**config.mk**
```make
export PLATFORM = sky130hd
export DESIGN_NAME = cache_refill_buffer
export DESIGN_NICKNAME = d
export VERILOG_FILES = /design/src/rtl/cache_refill_buffer_pkg.sv /design/src/rtl/cache_refill_buffer.sv
export SDC_FILE = /design/constraint.sdc
export NUM_CORES = 1
export LEC_CHECK = 0
export CAP_MARGIN = 0
export CORE_AREA = 2 2 272 274
export DETAILED_ROUTE_END_ITERATION = 8
export DIE_AREA = 0 0 274 276
export PLACE_DENSITY = 0.57
export SYNTH_ARGS = -nofsm -noshare
export SYNTH_HDL_FRONTEND = slang
export SYNTH_SLANG_ARGS = --single-unit
```
**constraint.sdc**
```tcl
create_clock -name clk -period 2.3 [get_ports clk]
set_clock_uncertainty 0.2 [all_clocks]
set_input_delay 0.69 -clock clk [delete_from_list [all_inputs] [get_ports clk]]
set_output_delay 0.69 -clock clk [all_outputs]
set_load 0.01 [all_outputs]
```
**src/rtl/cache_refill_buffer_pkg.sv**
```systemverilog
// Shared line geometry and FSM encoding for the refill buffer and the
// downstream per-word read mux.
package cache_refill_buffer_pkg;

    localparam int OFFSET_LEN = 6;
    localparam int SEG_W      = 32;
    localparam int ADDR_W     = 32;
    localparam int LINE_W     = 1 << (OFFSET_LEN + 3);
    localparam int BEATS      = LINE_W / SEG_W;
    localparam int IDX_W      = OFFSET_LEN - 2;

    localparam logic [IDX_W-1:0] LAST_BEAT = IDX_W'(BEATS - 1);

    typedef enum logic [1:0] {
        IDLE = 2'd0,
        REQ  = 2'd1,
        RECV = 2'd2,
        DONE = 2'd3
    } state_e;

endpackage

```
**src/rtl/cache_refill_buffer.sv**
```systemverilog
// Line refill: one burst per miss, beats assembled into a full line,
// critical word forwarded as soon as its beat lands.
module cache_refill_buffer
    import cache_refill_buffer_pkg::*;
(
    input  logic              clk,
    input  logic              rst,
    input  logic              req_valid,
    output logic              req_ready,
    input  logic [ADDR_W-1:0] req_addr,
    output logic              rd_req,
    output logic [ADDR_W-1:0] rd_addr,
    output logic [7:0]        rd_len,
    input  logic              rd_gnt,
    input  logic              ret_valid,
    input  logic [SEG_W-1:0]  ret_data,
    input  logic              ret_last,
    output logic              crit_valid,
    output logic [SEG_W-1:0]  crit_data,
    output logic              line_valid,
    output logic [LINE_W-1:0] line_data,
    output logic [ADDR_W-1:0] line_addr,
    output logic              line_err
);

    state_e            state_q, state_d;
    logic [ADDR_W-1:0] base_q, base_d;
    logic [ADDR_W-1:0] laddr_q, laddr_d;
    logic [IDX_W-1:0]  crit_idx_q, crit_idx_d;
    logic [IDX_W-1:0]  beat_q, beat_d;
    logic [LINE_W-1:0] line_q, line_d;
    logic [SEG_W-1:0]  cdata_q, cdata_d;
    logic              cvld_q, cvld_d;
    logic              err_q, err_d;
    logic              is_last_beat;

    // Byte lanes within a word never select anything here.
    logic unused_lsb;
    assign unused_lsb = ^req_addr[1:0];

    assign is_last_beat = (beat_q == LAST_BEAT);

    always_comb begin
        state_d    = state_q;
        base_d     = base_q;
        laddr_d    = laddr_q;
        crit_idx_d = crit_idx_q;
        beat_d     = beat_q;
        line_d     = line_q;
        cdata_d    = cdata_q;
        cvld_d     = 1'b0;
        err_d      = err_q;
        unique case (state_q)
            IDLE: begin
                if (req_valid) begin
                    state_d    = REQ;
                    base_d     = {req_addr[ADDR_W-1:OFFSET_LEN],
                                  {OFFSET_LEN{1'b0}}};
                    crit_idx_d = req_addr[OFFSET_LEN-1:2];
                    beat_d     = '0;
                    line_d     = '0;
                    cdata_d    = '0;
                    err_d      = 1'b0;
                end
            end
            REQ: begin
                if (rd_gnt) state_d = RECV;
            end
            RECV: begin
                if (ret_valid) begin
                    line_d[beat_q*SEG_W +: SEG_W] = ret_data;
                    beat_d = beat_q + 1'b1;
                    if (beat_q == crit_idx_q) begin
                        cvld_d  = 1'b1;
                        cdata_d = ret_data;
                    end
                    // Count saturates at the final beat; ret_last only ends early.
                    if (ret_last || is_last_beat) begin
                        state_d = DONE;
                        beat_d  = beat_q;
                        err_d   = ret_last ^ is_last_beat;
                        laddr_d = base_q;
                    end
                end
            end
            DONE: state_d = IDLE;
            default: state_d = IDLE;
        endcase
    end

    always_ff @(posedge clk) begin
        if (rst) begin
            state_q    <= IDLE;
            base_q     <= '0;
            laddr_q    <= '0;
            crit_idx_q <= '0;
            beat_q     <= '0;
            line_q     <= '0;
            cdata_q    <= '0;
            cvld_q     <= 1'b0;
            err_q      <= 1'b0;
        end else begin
            state_q    <= state_d;
            base_q     <= base_d;
            laddr_q    <= laddr_d;
            crit_idx_q <= crit_idx_d;
            beat_q     <= beat_d;
            line_q     <= line_d;
            cdata_q    <= cdata_d;
            cvld_q     <= cvld_d;
            err_q      <= err_d;
        end
    end

    assign req_ready  = (state_q == IDLE);
    assign rd_req     = (state_q == REQ);
    assign rd_addr    = base_q;
    assign rd_len     = 8'(BEATS - 1);
    assign crit_valid = cvld_q;
    assign crit_data  = cdata_q;
    assign line_valid = (state_q == DONE);
    assign line_err   = (state_q == DONE) && err_q;
    assign line_data  = line_q;
    assign line_addr  = laddr_q;

endmodule

```
# [Word level (Yosys, flattened, before mapping)]
# Cells that the tools add are included.
[totals] in_bits=70 reg_bits=608
[op_classes] addsub=2 bitwise=3 muxes=22 n_eq_ne=11 n_reduce_logical=12 shifts=2
[op_table] op="512-bit two-way mux" count=2
[op_table] op="512-bit case mux with 2 select lines" count=1
[op_table] op="512-bit bitwise mux" count=1
[op_table] op="32-bit by 34-bit variable shift with 512-bit output, first input constant" count=1
[op_table] op="32-bit by 34-bit variable part select with 512-bit output" count=1
[op_table] op="32-bit two-way mux" count=3
[op_table] op="32-bit case mux with 2 select lines" count=1
[op_table] op="9-bit negator with 34-bit output" count=1
[op_table] op="4-bit AND reduction" count=4
[op_table] op="4-bit two-way mux" count=3
[op_table] op="2-bit != test, second input constant" count=5
[op_table] op="2-bit two-way mux" count=4
[op_table] op="2-bit case mux with 4 select lines" count=1
[op_table] op="4-bit case mux with 2 select lines" count=1
[op_table] op="3-bit AND reduction" count=2
[op_table] op="4-bit by 1-bit adder with 4-bit output, second input constant" count=1
[op_table] op="2-bit equality test, second input constant" count=2
[op_table] op="4-bit equality test" count=1
[op_table] op="4-bit equality test, second input constant" count=1
[op_table] op="1-bit two-way mux" count=4
[op_table] op="3-bit OR reduction" count=1
[op_table] op="2-bit by 1-bit equality test with 1-bit output, second input constant" count=1
[op_table] op="2-bit zero test" count=1
[op_table] op="2-bit by 1-bit != test with 1-bit output, second input constant" count=1
[op_table] op="7 further kinds" count=8

# [Longest topological paths before layout]
# Gate-level depths: netlist of the first run.
[logic_depth] ltp_word=5 mapped_depth=10

# [Least setup slack after synthesis of the first run]
# Ideal clock, no wire load.
[synth_path] kind="reg-to-reg" start="register beat_q[1]" end="register line_q[130] (netlist: line_data[130])" stages_incl_launch_ff=10 required_ps=1980 setup_ps=120 n_path_buf=3 setup_slack_ps=-229 t_arrival_ps=2209 cell_sequence="dfxtp_1 clkbuf_2 inv_1 ha_1 nand2b_1 a21o_1 or4_1 buf_2 buf_6 mux2i_1"
[synth_between] elab_chain_cells=5 word_cells_on_any_way=6
[synth_rtl] item="from (decl)" line="cache_refill_buffer.sv:30" rtl="logic [IDX_W-1:0] beat_q, beat_d;"
[synth_rtl] item="from (signal assigned)" line="cache_refill_buffer.sv:107" rtl="beat_q <= beat_d;"
[synth_rtl] item="9-bit negator with 34-bit output (*)" line="cache_refill_buffer.sv:71" rtl="line_d[beat_q*SEG_W +: SEG_W] = ret_data;"
[synth_rtl] item="32-bit by 34-bit variable part select with 512-bit output / 32-bit by 34-bit variable shift with 512-bit output (equally long branches)" line="cache_refill_buffer.sv:71"
[synth_rtl] item="512-bit bitwise mux (*)" line="cache_refill_buffer.sv:71"
[synth_rtl] item="512-bit two-way mux (*)" line="cache_refill_buffer.sv:70" rtl="if (ret_valid) begin"
[synth_rtl] item="512-bit case mux with 2 select lines (*)" line="cache_refill_buffer.sv:53" rtl="unique case (state_q)"
[synth_rtl] item="to (signal assigned)" line="cache_refill_buffer.sv:108" rtl="line_q <= line_d;"
[synth_rtl] item="to (decl)" line="cache_refill_buffer.sv:31" rtl="logic [LINE_W-1:0] line_q, line_d;"
# Every way passes the cells marked *; elsewhere a longest branch is shown, timed or not. The select of a mux whose other input is x is not followed.
# A chain may end at the register's enable or synchronous reset.

# [Worst setup path in the final report of the first run]
[layout_path] start="register beat_q[0]" end="register line_q[400] (netlist: line_data[400])"
# Same word-level chain as after synthesis.

==> metrics, run 1 <==
Max FO, Critical Path 16; Synth Cell Area 20700 µm²; Final Critical Period 2.41 ns; Levels on crit path 7; drt drc 0; Max Cap Viol 0; critical path endpoint category flip-flop; register area share after synthesis 0.589; vias in the first global route 18700; Synth Area in Compound Gates 0.226; Peak Freq 414 MHz; Slew @ Worst Pin 0.625 ns; status finished, violations left; Post-synth ARST share 0; via count 18900; FF-to-FF Start beat_q[0]; Layout Nets 2747; Vias/cell 5.14; Final Hold Vio Count 0; Die W 274 µm; Layout area overhead 61.7%; Most used DFF post-synth dfxtp_1; CTS max path bufs 3; EDFF count, synth 0; share of post-route cells with drive strength above 1 0.168; largest stage delay on the critical path 0.61 ns; Antenna Nets Post-Route 0; Synth Area in Adders 0.00606; worst r2r dst line_data[400]; unrepaired setup endpoints after global routing yes; violated checks setup timing; row count 99; DR iter-0 viols 1349; total track usage 0.232; top cells by area, synth dfxtp_1 59%, a32o_1 9.2%, a22o_1 5.8%; reg2reg path depth 7; first-pass GRT wire length 130 mm; Top delay family on crit path simple AND/OR/NAND/NOR gates; core footprint 72600 µm²; CTS buffer count 70; crit share post-route 1.05; placer's final routability congestion estimate 0.843; Critical Path End line_data[400]; IR Drop Worst-Case VDD 0.501 mV; Slew Limit Fails 0; Worst slew margin 0.583; drt total wl 96.4 mm; yosys warns 0; Pwr per Cell Area 838 nW/µm²; startpoint types flip-flop; synthesized instance count 1865; cell leakage power 15.6 nW; critical path class reg2reg; main combinational cell family by area after synthesis compound AO/OA/AOI/OAI gates; worst endpoint required time 2.58 ns; CTS Hold Buffers Added 0; post-synthesis register bit count 608; fin util 0.460; 1st-pass router iterations 5; worst skew pair latency 0.60 ns; grt ovf 0; final setup fails 300; post-DR wirelength/cell 26.2 µm; simple-gate share of the synthesized area 0.0763; CP Launch Point beat_q[0]; CP Buf/Inv Count 1; CTS sink cnt 608; Root Driver clkbuf_16; XOR/XNOR Fraction of Synth Area 0.00388; worst reg-to-reg setup slack -0.11 ns; CTS tree done; IO buf count 668; Netlist cell types 53; initial core utilization 0.285; slowest CP cell or4b_4; post-synthesis mux area share 0.0475; H-tree depth 3; Die Y-Extent 276 µm; cell chain of the critical path nor3_4 > ha_4 > or2_4 > a21o_4 > or4b_4 > buf_16 > mux2i_1; initial antenna violation count 2; Syn Area/Cell 11.1 µm²; HPWL Detailed 62.2 mm; Yosys top cell area share 0.589; Boundary Pins 691; Worst-path clk slew 0.06 ns; post-synth top area cell dfxtp_1; crit path DAT 2.69 ns; hold crit path type reg2reg; largest net degree at the start of global routing 59; fin worst setup slack -0.113 ns; total design power 28.0 mW; area of the die 75600 µm²
synth_stat cells, types with 10 or more instances:
cell type,number
nand2_1,313
nor2_1,12
mux2i_1,98
a21oi_1,61
a31oi_1,12
dfxtp_1,608
buf_2,45
o2bb2ai_1,119
buf_4,21
a22o_1,137
ha_1,10
a32o_1,190
clkbuf_1,138
per-stage QoR:
stage	cell area, µm²	cells	worst slack (ns)	hold WS (ns)	TNS, ns
2_1_floorplan	20800	1883	-0.0751	0.245	-7.83
3_3_place_gp	30200	3472	-0.681	0.241	-292.26
3_5_place_dp	30200	3472	-0.720	0.246	-295.48
4_1_cts	32600	3633	-0.151	0.252	-11.36
5_1_grt	33400	3677	-0.221	0.263	-41.95
6_report	33400	3677	-0.113	0.248	-14.63
layout by cell type (no fill, tap or decap), types with 3 or more instances in the layout:
master / count
nor2_1: 11
buf_16: 13
o2bb2ai_1: 119
clkdlybuf4s50_1: 65
dlygate4sd2_1: 597
nor3_1: 5
buf_8: 8
clkbuf_16: 88
a21oi_1: 59
clkbuf_1: 11
nand3_1: 3
dfxtp_4: 3
nand2_1: 313
a31oi_4: 12
a32o_1: 189
a22o_1: 137
dfxtp_2: 4
buf_12: 82
ha_4: 7
clkbuf_8: 15
nor4_2: 3
dfxtp_1: 601
and2_4: 6
inv_6: 3
buf_6: 32
xnor2_1: 6
a21oi_4: 3
clkinv_2: 13
inv_4: 3
inv_1: 4
nand2b_4: 3
mux2i_1: 97
conb_1: 20
buf_4: 115
kinds of logic after synthesis:
logic type	count (synthesis)
flip-flops	608
AO/OA/AOI/OAI	534
AND/OR/NAND/NOR	378
buffers and inverters	228
multiplexers	98
adder cells (fa/ha/maj)	10
XOR/XNOR	7
other	2
worst min-delay path by stage:
stage                              start              to  slack (ns)  cells after the start
after floorplan                    err_q           err_q        0.24                      2
final                      line_addr[19]   line_addr[19]        0.25                      2
after global placement     line_addr[23]   line_addr[23]        0.24                      2
after CTS                  line_addr[19]   line_addr[19]        0.25                      2
after detailed placement  line_data[124]  line_data[124]        0.25                      1
after global routing        line_addr[8]    line_addr[8]        0.26                      2
worst min-delay path, cell delays in order, from the launching register on:
cell	delay, ns
dfxtp_1	0.30
nand2_1	0.05
a21oi_1	0.05
area by class of cell:
| cell class | count | area (µm²) |
|---|---|---|
| antenna | 1 | 2.50 |
| clock buffer | 97 | 2020 |
| clock inverter | 25 | 248 |
| fill | 6858 | 39200 |
| inverter | 9 | 41.3 |
| multi-input combinational | 1047 | 8050 |
| sequential | 608 | 12200 |
| tap | 959 | 1200 |
| timing repair buffer | 931 | 9660 |
sequential cells by signal, indices dropped and copies added, names as in the netlist:
name and count:
beat_q 4, line_data 512, line_addr 26, state_q 2
crit_idx_q 4, err_q 1, crit_valid 1, rd_addr 26
crit_data 32
repair_timing:
| item | in CTS | in global routing |
|---|---|---|
| cloned | 14 | 23 |
| endpoints found under the setup margin | 998 | 469 |
| setup buffers | 25 | 23 |
| pin swaps | 27 | 45 |
| resized for setup | 689 | 43 |
power breakdown:
group	internal (mW)	leakage, nW	switching [mW]
clock network	6.42	1.13	4.61
registers	10.7	4.90	0.137
logic	2.66	9.58	3.42
per-layer routing:
metal | part of all wire | routed length [µm] | GRT usage | up-vias
met5 | 0 | 0 | 0 | -
met2 | 0.50 | 48400 | 0.402 | 791
li1 | - | - | - | 8469
met1 | 0.39 | 38000 | 0.276 | 9485
met4 | 0.032 | 3100 | 0.0805 | 0
met3 | 0.071 | 6880 | 0.0571 | 163
Power figures use the tool's default switching activity.
==> run 2: changes to the inputs <==
--- a/config.mk
+++ b/config.mk
@@ -9,7 +9,6 @@
 export CORE_AREA = 2 2 272 274
 export DETAILED_ROUTE_END_ITERATION = 8
 export DIE_AREA = 0 0 274 276
-export PLACE_DENSITY = 0.57
 export SYNTH_ARGS = -nofsm -noshare
 export SYNTH_HDL_FRONTEND = slang
 export SYNTH_SLANG_ARGS = --single-unit
==> run 2 against run 1 <==
Against the previous run: the run still ends with setup timing left; critical path depth increased by 1; register-to-register slack got worse by 0.05 ns; sequential cell count unchanged; routed wire length down 3.8%; clock-buffer cell count fell by 4; sequential power barely moved; cell area is 0.30% lower; via count down 0.62%; clock power rose by 6%; sequential share of layout area grew 0.091 points; highest routed layer unchanged.
==> metrics, run 2 (synthesis results as in run 1) <==
status finished, violations left (unchanged); violated checks setup timing (unchanged); Die W 274 µm (unchanged); CTS sink cnt 608 (unchanged); IR Drop Worst-Case VDD 0.629 mV (was 0.501 mV); Vias/cell 5.14 (about the same); most frequent cells in the layout 604 x dfxtp_1, 597 x dlygate4sd2_1, 313 x nand2_1 (was 601 x dfxtp_1, 597 x dlygate4sd2_1, 313 x nand2_1); post-route insts no fill 3655 (was 3677); DR iter-0 viols 1269 (was 1349); HPWL Detailed 61.9 mm (was 62.2 mm); first-pass GRT wire length 128 mm (was 130 mm); CP Launch Point beat_q[1] (was beat_q[0]); Max Cap Viol 0 (unchanged); startpoint types flip-flop (unchanged); GR Util met3 0.0568 (was 0.0571); CTS max path bufs 3 (unchanged); hold crit path type reg2reg (unchanged); cell chain of the critical path nor3_4 > ha_4 > or2_4 > a21o_4 > o41a_4 > buf_12 > buf_12 > a32o_1 (was nor3_4 > ha_4 > or2_4 > a21o_4 > or4b_4 > buf_16 > mux2i_1); crit path DAT 2.73 ns (was 2.69 ns); initial antenna violation count 2 (unchanged); final setup fails 444 (was 300); IO buf count 668 (unchanged); Die Y-Extent 276 µm (unchanged); critical path class reg2reg (unchanged); CTS tree done (unchanged); Slew @ Worst Pin 0.533 ns (was 0.625 ns); number of diodes 0 (was 1); unrepaired setup endpoints after global routing yes (unchanged); row count 99 (unchanged); worst skew pair latency 0.59 ns (was 0.60 ns); Layout area overhead 61.2% (was 61.7%); 1st-pass router iterations 5 (unchanged); met1 Track Usage GR 0.270 (was 0.276); Peak Freq 407 MHz (was 414 MHz); reg2reg path depth 8 (was 7); Critical Path End line_data[275] (was line_data[400]); largest net degree at the start of global routing 53 (was 59); placer's final routability congestion estimate 0.874 (was 0.843); cell leakage power 15.6 nW (about the same); area of the die 75600 µm² (unchanged); crit share post-route 1.07 (was 1.05); initial core utilization 0.285 (unchanged); Max FO, Critical Path 7 (was 16); total design power 28.9 mW (was 28.0 mW); worst r2r dst line_data[275] (was line_data[400]); fin util 0.459 (was 0.460); total track usage 0.225 (was 0.232); Antenna Nets Post-Route 0 (unchanged); Pwr per Cell Area 866 nW/µm² (was 838 nW/µm²); CTS buffer count 68 (was 70); post-DR wirelength/cell 25.4 µm (was 26.2 µm); fin worst setup slack -0.159 ns (was -0.113 ns); share of post-route cells with drive strength above 1 0.161 (was 0.168); Worst slew margin 0.645 (was 0.583); critical path endpoint category flip-flop (unchanged); drt total wl 92.7 mm (was 96.4 mm); Worst-path clk slew 0.07 ns (was 0.06 ns); Root Driver clkbuf_16 (unchanged); max FFs per register 512 (unchanged); Critical Path Most Common Cell buf_12; vias in the first global route 18800 (was 18700); gr busiest metal met2 (unchanged); Slew Limit Fails 0 (unchanged); Boundary Pins 691 (unchanged); H-tree depth 3 (unchanged); slowest CP cell o41a_4 (was or4b_4); Layout Nets 2729 (was 2747); CTS Hold Buffers Added 0 (unchanged); worst reg-to-reg setup slack -0.16 ns (was -0.11 ns); Final Hold Vio Count 0 (unchanged); core footprint 72600 µm² (unchanged); Final Critical Period 2.46 ns (was 2.41 ns); routing usage on met2 0.384 (was 0.402); largest stage delay on the critical path 0.54 ns (was 0.61 ns); FF-to-FF Start beat_q[1] (was beat_q[0]); drt drc 0 (unchanged); Inst Count DP 3476 (was 3472); via count 18800 (was 18900); most common cell after layout, fill and taps aside dfxtp_1 (unchanged); hold_sp line_addr[23] (was line_addr[19]); worst endpoint required time 2.57 ns (was 2.58 ns); grt ovf 0 (unchanged)
## run 2: cell types whose count changed in the layout (fill, tap and decap cells not counted), moves of 3 or more
cell	delta
and2_4	-3
buf_16	-3
buf_4	-12
buf_6	+3
bufinv_16	+8
clkbuf_1	-3
clkbuf_16	-3
clkinv_2	-8
dfxtp_1	+3
o2bb2ai_1	-4
o2bb2ai_2	+4
## run 2: worst min path at each step
stage / slack (ns) / depth (start not counted) / end
2_1_floorplan: 0.24 / 2 / err_q
3_3_place_gp: 0.24 / 2 / line_addr[22]
3_5_place_dp: 0.25 / 1 / line_data[55]
4_1_cts: 0.25 / 2 / line_addr[15]
5_1_grt: 0.27 / 2 / line_data[24]
6_report: 0.25 / 2 / line_addr[23]
## run 2: cell type report
type | count | area [µm²]
multi-input cells | 1047 | 8050
well taps | 959 | 1200
flip-flops and latches | 608 | 12200
fillers | 6819 | 39300
inverters | 9 | 38.8
clock inverters | 24 | 425
repair buffers | 915 | 9430
clock buffers | 93 | 1990
## run 2: what timing repair did
| item | in CTS | in global routing |
|---|---|---|
| endpoints found under the hold margin | 0 | 0 |
| buffers inserted | 19 | 13 |
| gates resized for setup | 674 | 47 |
| pin swaps | 13 | 66 |
| gates cloned | 13 | 20 |
| setup endpoints to repair | 1010 | 535 |
## run 2: report_power, final
part           switching, mW  total, mW  internal, mW
registers              0.140       10.9          10.7
clock network           4.50       11.7          7.19
logic                   3.45       6.30          2.84
## run 2: routing by layer
| metal | vias to the layer above | share of wire | wire (µm) |
|---|---|---|---|
| met1 | 9342 | 0.39 | 36100 |
| met3 | 192 | 0.078 | 7260 |
| met5 | - | 0 | 0 |
| met4 | 0 | 0.042 | 3940 |
| li1 | 8420 | - | - |
| met2 | 837 | 0.49 | 45500 |
## run 2: worst max-delay path, delay by kind of cell (launching register included)
kind                     cells  cell delay (ns)
adder cells (fa/ha/maj)      1             0.16
flip-flops                   1             0.40
AND/OR/NAND/NOR              2             0.32
AO/OA/AOI/OAI                3             0.96
buffers and inverters        2             0.29
## run 2: metrics by stage
stage               hold WS (ns)  setup WS, ns  TNS (ns)  area (µm²)
floorplan                  0.245       -0.0751     -7.83       20800
global placement           0.242        -0.657   -280.21       30200
detailed placement         0.245        -0.667   -282.93       30200
CTS                        0.254        -0.153    -12.74       32500
global route               0.268        -0.267    -57.31       33300
finish                     0.255        -0.159    -20.95       33300
